--- src/rtl/uart_echo_pkg.sv ---
// Shared types and constants for the UART echo FIFO: TX FSM states and case-fold bounds.
package uart_echo_pkg;

  typedef enum logic [1:0] {
    IDLE      = 2'd0,
    LAUNCH    = 2'd1,
    WAIT_ACK  = 2'd2,
    WAIT_DONE = 2'd3
  } tx_state_t;

  localparam logic [7:0] CASE_LO    = 8'h61;
  localparam logic [7:0] CASE_HI    = 8'h7A;
  localparam logic [7:0] CASE_DELTA = 8'h20;

endpackage

--- src/rtl/sync_fifo.sv ---
// Synchronous FIFO with occupancy level, full/empty flags and a sticky overflow flag.
module sync_fifo #(
  parameter int DATA_W = 8,
  parameter int DEPTH  = 16
) (
  input  logic                       clk,
  input  logic                       rst_n,
  input  logic                       wr_en,
  input  logic [DATA_W-1:0]          wr_data,
  input  logic                       rd_en,
  output logic [DATA_W-1:0]          rd_data,
  output logic [$clog2(DEPTH):0]     level,
  output logic                       full,
  output logic                       empty,
  output logic                       overflow,
  input  logic                       overflow_clr
);

  localparam int AW    = $clog2(DEPTH);
  localparam int LVL_W = AW + 1;

  logic [DATA_W-1:0] mem [DEPTH];
  logic [LVL_W-1:0]  wr_ptr;
  logic [LVL_W-1:0]  rd_ptr;
  logic              rd_ok;
  logic              wr_ok;
  logic              drop;

  // Pointers carry one extra wrap bit so a full FIFO is distinguishable from empty.
  assign level   = wr_ptr - rd_ptr;
  assign full    = (level == LVL_W'(DEPTH));
  assign empty   = (level == '0);
  assign rd_data = mem[rd_ptr[AW-1:0]];

  assign rd_ok = rd_en && !empty;
  assign wr_ok = wr_en && (!full || rd_ok);
  assign drop  = wr_en && full && !rd_ok;

  always_ff @(posedge clk) begin
    if (wr_ok) begin
      mem[wr_ptr[AW-1:0]] <= wr_data;
    end
  end

  always_ff @(posedge clk or negedge rst_n) begin
    if (!rst_n) begin
      wr_ptr   <= '0;
      rd_ptr   <= '0;
      overflow <= 1'b0;
    end else begin
      if (wr_ok) begin
        wr_ptr <= wr_ptr + 1'b1;
      end
      if (rd_ok) begin
        rd_ptr <= rd_ptr + 1'b1;
      end
      if (overflow_clr) begin
        overflow <= 1'b0;
      end else if (drop) begin
        overflow <= 1'b1;
      end
    end
  end

endmodule

--- src/rtl/uart_echo_fifo.sv ---
// Echoes received UART bytes back through a FIFO and a handshaking TX launcher.
// Build option: ECHO_CASE_FOLD_EN folds lower-case ASCII to upper-case at FIFO write.
//
// state     | meaning
// IDLE      | waiting for enable, a queued byte and an idle transmitter
// LAUNCH    | tx_start pulse, tx_data holds the popped byte
// WAIT_ACK  | waiting for tx_busy to rise, bounded by ACK_TIMEOUT cycles
// WAIT_DONE | transmitter busy, waiting for tx_busy to fall
module uart_echo_fifo
  import uart_echo_pkg::*;
#(
  parameter int DATA_W      = 8,
  parameter int DEPTH       = 16,
  parameter int ACK_TIMEOUT = 4
) (
  input  logic                   clk,
  input  logic                   rst_n,
  input  logic                   enable,
  input  logic                   rx_valid,
  input  logic [DATA_W-1:0]      rx_data,
  input  logic                   rx_error,
  input  logic                   tx_busy,
  output logic                   tx_start,
  output logic [DATA_W-1:0]      tx_data,
  output logic [$clog2(DEPTH):0] level,
  output logic                   full,
  output logic                   empty,
  output logic                   overflow,
  input  logic                   overflow_clr
);

  localparam int TMR_W = $clog2(ACK_TIMEOUT + 1);
  localparam logic [TMR_W-1:0] ACK_LOAD = TMR_W'(ACK_TIMEOUT - 1);

  tx_state_t         state;
  logic [TMR_W-1:0]  ack_tmr;
  logic [DATA_W-1:0] wr_data;
  logic [DATA_W-1:0] rd_data;
  logic              wr_en;
  logic              launch;

  always_comb begin
    wr_data = rx_data;
`ifdef ECHO_CASE_FOLD_EN
    if (rx_data >= DATA_W'(CASE_LO) && rx_data <= DATA_W'(CASE_HI)) begin
      wr_data = rx_data - DATA_W'(CASE_DELTA);
    end
`else
`endif
  end

  assign wr_en  = rx_valid && !rx_error;
  assign launch = (state == IDLE) && enable && !empty && !tx_busy;

  sync_fifo #(
    .DATA_W (DATA_W),
    .DEPTH  (DEPTH)
  ) u_fifo (
    .clk          (clk),
    .rst_n        (rst_n),
    .wr_en        (wr_en),
    .wr_data      (wr_data),
    .rd_en        (launch),
    .rd_data      (rd_data),
    .level        (level),
    .full         (full),
    .empty        (empty),
    .overflow     (overflow),
    .overflow_clr (overflow_clr)
  );

  always_ff @(posedge clk or negedge rst_n) begin
    if (!rst_n) begin
      state    <= IDLE;
      tx_start <= 1'b0;
      tx_data  <= '0;
      ack_tmr  <= '0;
    end else begin
      tx_start <= 1'b0;
      case (state)
        IDLE: begin
          if (launch) begin
            state    <= LAUNCH;
            tx_start <= 1'b1;
            tx_data  <= rd_data;
          end
        end
        LAUNCH: begin
          state   <= WAIT_ACK;
          ack_tmr <= ACK_LOAD;
        end
        WAIT_ACK: begin
          // A transmitter that never acknowledges still releases the launcher.
          if (tx_busy) begin
            state <= WAIT_DONE;
          end else if (ack_tmr == '0) begin
            state <= IDLE;
          end else begin
            ack_tmr <= ack_tmr - 1'b1;
          end
        end
        WAIT_DONE: begin
          if (!tx_busy) begin
            state <= IDLE;
          end
        end
        default: state <= IDLE;
      endcase
    end
  end

endmodule
--- config.mk ---
export PLATFORM = sky130hd
export DESIGN_NAME = uart_echo_fifo
export DESIGN_NICKNAME = d
export VERILOG_FILES = /design/src/rtl/uart_echo_pkg.sv /design/src/rtl/sync_fifo.sv /design/src/rtl/uart_echo_fifo.sv
export SDC_FILE = /design/constraint.sdc
export NUM_CORES = 1
export LEC_CHECK = 0
export ABC_AREA = 1
export BUFFER_PORTS_ARGS = -buffer_cell sky130_fd_sc_hd__buf_2
export CAP_MARGIN = 15
export CORE_ASPECT_RATIO = 1.75
export CORE_MARGIN = 2
export CORE_UTILIZATION = 40
export DETAILED_ROUTE_END_ITERATION = 16
export GPL_ROUTABILITY_DRIVEN = 0
export SYNTH_ARGS = -nofsm -noshare
export SYNTH_HDL_FRONTEND = slang
export SYNTH_HIERARCHICAL = 1
export SYNTH_SLANG_ARGS = --single-unit
--- constraint.sdc ---
create_clock -name clk -period 4 [get_ports clk]
set_clock_uncertainty 0.05 [all_clocks]
set_input_delay 0.6 -clock clk [delete_from_list [all_inputs] [get_ports clk]]
set_output_delay 0.6 -clock clk [all_outputs]
set_load 0.01 [all_outputs]
# == Word level (Yosys, flattened, before mapping) ==
# Memories as Yosys holds them, arrays and structs flattened. A register that Yosys moved wholly into a read port is not among the register bits.
# Index checks and enable logic that the tools add are counted.
# word_totals
ff_bits,17
latch_bits,0
mem_bits_rw,128
mem_bits_ro,0
input_bits,15
out_inout_bits,17
wordCells,57
n_memories,1
# op_classes
n_addsub,4
multipliers,0
div,0
magnitude_cmp,0
eq_ne,9
shift,0
muxes,14
bitwise,0
n_reduce_logical,23
# mem_list
name,depth,width,read_ports,rd_ports_with_merged_regs,wr,line,source
u_fifo.mem,16,8,1,1,1,sync_fifo.sv:22,logic [DATA_W-1:0] mem [DEPTH];
# ops
cell,n
"adder 5 x 1 -> 5 bit, second input constant",2
logical AND 1 bit,8
2-to-1 mux 2 bit,4
case mux 2 bit (4 select lines),1
logical NOT 1 bit,6
2-to-1 mux 1 bit,6
2-to-1 mux 3 bit,2
"inequality test 2 bit, second input constant",3
case mux 3 bit (2 select lines),1
AND reduction 3 bit,2
"equality test 5 bit, second input constant",1
logical NOT 5 bit,1
subtractor 5 bit,1
"equality test 2 bit, second input constant",2
nonzero test 2 bit,2
logical NOT 3 bit,1
"inequality test 3 bit, second input constant",1
"subtractor 3 x 1 -> 3 bit, second input constant",1
"equality test 2 x 1 -> 1 bit, second input constant",1
logical NOT 2 bit,1
"inequality test 2 x 1 -> 1 bit, second input constant",1
AND reduction 2 bit,1
logical OR 1 bit,1

# == Depth between registers and ports, before layout ==
# logic_depth
depth_word,10
ltp_mapped,20
mapped_depth_nobuf,19

# == Cells and area by module ==
# The synthesis kept the hierarchy.
# modules_own_cells
module,instances,cells_each,area_each_um2,seq_area_each_um2
sync_fifo,1,502,5920.7,4119.0
uart_echo_fifo,1,79,663.1,350.3

# == Least setup slack after synthesis ==
# OpenSTA, ideal clock, no wires.
# synth_timing
path_kind,register to register
start,register u_fifo.rd_ptr[1]
end,"memory u_fifo.mem[12][0], enable pin"
setup_ns,0.370
t_arrival_ns,2.965
required_time_ns,3.580
setup_slack_ns,0.615
path_stages_with_launch,19
path_buffers,3
period_less_slack_ns,3.385
cell_sequence,dfrtp_1 > buf_2 > inv_1 > clkbuf_1 > fa_1 > nand3_1 > nand3_1 > nand2_2 > inv_1 > nand2_2 > inv_1 > nor2_1 > nand3_2 > inv_2 > inv_1 > nand3_4 > nand2_4 > buf_4 > nor2_1
# synth_between
elab_chain_len,10
elab_cells_between_ends,12
cone_classes,1 x add/sub; 1 x eq/ne; 2 x mux; 8 x reduce/logical
# synth_lines
element,line,source
"start, declared",sync_fifo.sv:24,logic [LVL_W-1:0] rd_ptr;
"start signal, assigned",sync_fifo.sv:55,rd_ptr <= rd_ptr + 1'b1;
subtractor 5 bit,sync_fifo.sv:30,assign level = wr_ptr - rd_ptr;
via level[4],uart_echo_fifo.sv:25,"output logic [$clog2(DEPTH):0] level,"
logical NOT 5 bit,sync_fifo.sv:32,assign empty = (level == '0);
via empty,uart_echo_fifo.sv:27,"output logic empty,"
logical NOT 1 bit,uart_echo_fifo.sv:53,assign launch = (state == IDLE) && enable && !empty && !tx_busy;
logical AND 1 bit (2 in series),uart_echo_fifo.sv:53,
via launch,uart_echo_fifo.sv:40,logic launch;
logical AND 1 bit,sync_fifo.sv:35,assign rd_ok = rd_en && !empty;
logical OR 1 bit,sync_fifo.sv:36,assign wr_ok = wr_en && (!full || rd_ok);
logical AND 1 bit,sync_fifo.sv:36,
2-to-1 mux 1 bit,sync_fifo.sv:40,if (wr_ok) begin
2-to-1 mux 1 bit (implied by the code),sync_fifo.sv:41,mem[wr_ptr[AW-1:0]] <= wr_data;
"end, declared",sync_fifo.sv:22,
# The timed path passes the listed nets, and every way through them passes these cells.

# == Worst setup path in the final report ==
# layout_timing
start,register u_fifo.wr_ptr[0]
end,"memory u_fifo.mem[3][1], enable pin"
# layout_between
elab_chain_len,10
elab_cells_between_ends,12
cone_classes,1 x add/sub; 1 x eq/ne; 2 x mux; 8 x reduce/logical
# layout_lines
element,line,source
"start, declared",sync_fifo.sv:23,logic [LVL_W-1:0] wr_ptr;
"start signal, assigned",sync_fifo.sv:52,wr_ptr <= wr_ptr + 1'b1;
subtractor 5 bit,sync_fifo.sv:30,
logical NOT 5 bit,sync_fifo.sv:32,
logical NOT 1 bit,uart_echo_fifo.sv:53,
logical AND 1 bit (2 in series),uart_echo_fifo.sv:53,
via launch,uart_echo_fifo.sv:40,
logical AND 1 bit,sync_fifo.sv:35,
logical OR 1 bit,sync_fifo.sv:36,
logical AND 1 bit,sync_fifo.sv:36,
2-to-1 mux 1 bit,sync_fifo.sv:40,
2-to-1 mux 1 bit (implied by the code),sync_fifo.sv:41,
# The timed path passes the listed nets, and every way through them passes these cells.

==> flow_summary.json <==
{
  "io_pins": 32,
  "ys_warn_count": 6,
  "maxCapViolations": 0,
  "dp_hpwl_mm": 11.9,
  "syn_area_um2": 6580,
  "slew-limit-headroom": 0.557,
  "path_max_fanout": 21,
  "die_h_um": 174,
  "grt_usage": 0.198,
  "fp.dieW_um": 101,
  "syn_avg_cell_area_um2": 11.3,
  "fin_util": 0.458,
  "layout-drive-gt1-share": 0.138,
  "ys_types": 33,
  "wl_per_cell_um": 20.7,
  "layout_common_cells": "128 x edfxtp_1, 97 x nand2_1, 95 x nor2_1",
  "root_buffer": "clkbuf_16",
  "rsz0062_at_grt": "yes",
  "totalNegativeSetupSlack_ns": 0,
  "fmax_ghz": 0.274,
  "cts_tree": "built",
  "dr.max_layer_used": "met4",
  "crit_path_frequent_cell": "inv_1",
  "finalCritPeriodShare": 0.914,
  "async_flop_share": 0.163,
  "core-area_um2": 16300,
  "numCtsBuffers": 17,
  "remaining_drc_errors": 0,
  "finalSetupViolations": 0,
  "synthToLayoutAreaGrowth_pct": 13.4,
  "start_util": 0.404,
  "crit_required_ns": 4.00,
  "final_net_count": 638,
  "n_fill_cell": 1470,
  "synth_cells": 581,
  "placementRows": 62,
  "h-tree-depth": 4,
  "tightestPinTransition_ns": 0.665,
  "postRouteAntennaNets": 0,
  "critical-path-max-stage-delay_ns": 0.57,
  "hold_viol": 0,
  "grt_pass1_wl_mm": 25.2,
  "end_kind": "flip-flop",
  "synthesis.nets": 608,
  "drt-total-wl_mm": 16.9,
  "peakVddDrop_v": 0.000421,
  "period_minus_slack_ns": 3.66,
  "clk_pin_slew_ns": 0.06,
  "synth-edff-count": 128,
  "wl_met2_mm": 8.91,
  "slew_violations": 0,
  "initialDrtViolationCount": 487,
  "grt_antenna_before_repair": 0,
  "status": "completed",
  "hp-class": "in2async",
  "critPathSlowestCell": "nor2_1",
  "p_per_area_nw_per_um2": 745,
  "met1Wirelength_mm": 6.09,
  "grt-ovfl-total": 0,
  "grt_pass1_vias": 4470,
  "dieArea_um2": 17500,
  "cp-start-kind": "flip-flop",
  "path_class": "reg2reg",
  "diodes": 0,
  "synth_seq_area_share": 0.679,
  "ys_ff_latch": 153,
  "grt_start_max_net_pins": 69,
  "clk_latency_ns": 0.42,
  "hold_buffers": 0,
  "clock-sinks": 153,
  "final_common_cell": "edfxtp_1",
  "total_leakage_power_nw": 2.78,
  "worstPathCellList": "inv_1 -> ha_1 -> inv_1 -> fa_1 -> nand3_1 -> nand3_1 -> nand2_2 -> inv_1 -> nand2_2 -> inv_1 -> nor2_1 -> nand3_2 -> inv_2 -> inv_1 -> nand3_4 -> nand2_4 -> nor2_1",
  "ys.flop_type": "edfxtp_1",
  "viasPerCell": 5.51,
  "dr.pass1.iters": 7,
  "via_count": 4496,
  "wl_met3_um": 784,
  "cts_buffer_depth": 2,
  "cp.arrival_ns": 3.66,
  "place.port_buffers": 31
}
final timing paths:
kind                                        from                to  slack (ns)  cells past startpoint
min in group clk                    overflow_clr   u_fifo/overflow        0.27                      2
max in group asynchronous                  rst_n  u_fifo/rd_ptr[0]        3.35                      1
worst min-delay path                       rst_n  u_fifo/wr_ptr[0]        0.13                      1
worst max register to register  u_fifo/wr_ptr[0]  u_fifo/mem[3][1]        0.34                     17
worst max-delay path            u_fifo/wr_ptr[0]  u_fifo/mem[3][1]        0.34                     17
worst min register to register        tx_data[6]        tx_data[6]        0.43                      2
cells by family (layout without fill, tap and decap cells):
logic type	count (synthesis)	in the layout	share of synthesized area
xor gates and xnor gates	10	10	0.0133
DFF	153	153	0.679
and+or+nand+nor	241	241	0.154
adders and majority gates	12	12	0.0239
buffers and inverters	60	103	0.0390
AOI/OAI and AO/OA	105	105	0.0912
registers in the layout, summed over array words and instances (netlist names):
name             cells
ack_tmr              3
state                2
tx_data              8
tx_start             1
u_fifo/mem         128
u_fifo/overflow      1
u_fifo/rd_ptr        5
u_fifo/wr_ptr        5
what timing repair did:
item | in CTS | in global routing
endpoints found under the setup margin | 0 | 14
setup buffers | 0 | 0
resized for setup | 0 | 3
endpoints found under the hold margin | 0 | 0
per-stage QoR:
stage               hold WS [ns]  worst slack, ns  std cells  instance area, µm²  total power, mW
finish                     0.130            0.344        816                7470             5.56
floorplan                  0.254            0.615        581                6580             3.43
global route               0.157         -0.00169        816                7470             5.87
CTS                        0.144            0.328        816                7460             5.57
global placement           0.413            0.492        784                6900             4.04
detailed placement         0.424            0.322        784                6900             4.07
critical path, delay by kind of cell (launching register included):
| family | cells | cell delay [ns] |
|---|---|---|
| simple gates | 9 | 1.58 |
| buf+inv | 6 | 0.66 |
| fa+ha+maj | 2 | 0.56 |
| flops | 1 | 0.42 |
power by group:
part,switching [mW],total (mW),leakage [nW],internal (mW)
sequential,0.112,2.01,1.47,1.90
clock,0.636,1.49,0.258,0.857
combinational,1.41,2.05,1.06,0.643
total,2.16,5.56,2.78,3.40
final cells by class:
cell class | count | area [µm²] | area share
flip-flops and latches | 153 | 4470 | 0.599
well taps | 192 | 240 | 0.0322
repair buffers | 39 | 215 | 0.0288
multi-input cells | 368 | 1870 | 0.250
clock buffers | 18 | 429 | 0.0575
inverters | 32 | 120 | 0.0161
clock inverters | 14 | 125 | 0.0168
layer usage:
| metal | up-vias | track usage |
|---|---|---|
| met5 | - | 0 |
| met1 | 2146 | 0.206 |
| met2 | 199 | 0.355 |
| met3 | 66 | 0.0387 |
| li1 | 2085 | - |
| met4 | 0 | 0.126 |
synth_stat cells (all sizes together), types with 6 or more instances:
| master | count | share of area |
|---|---|---|
| nand2 | 103 | 0.063 |
| nor2 | 101 | 0.059 |
| inv | 30 | 0.017 |
| o22ai | 17 | 0.016 |
| buf | 14 | 0.013 |
| ha | 11 | 0.021 |
| o211ai | 10 | 0.011 |
| o221ai | 6 | 0.0080 |
| o21ai | 68 | 0.052 |
| nand3 | 35 | 0.030 |
| dfrtp | 25 | 0.095 |
| edfxtp | 128 | 0.58 |
| xnor2 | 6 | 0.0080 |
| clkbuf | 14 | 0.0080 |
Power figures use the tool's default switching activity.
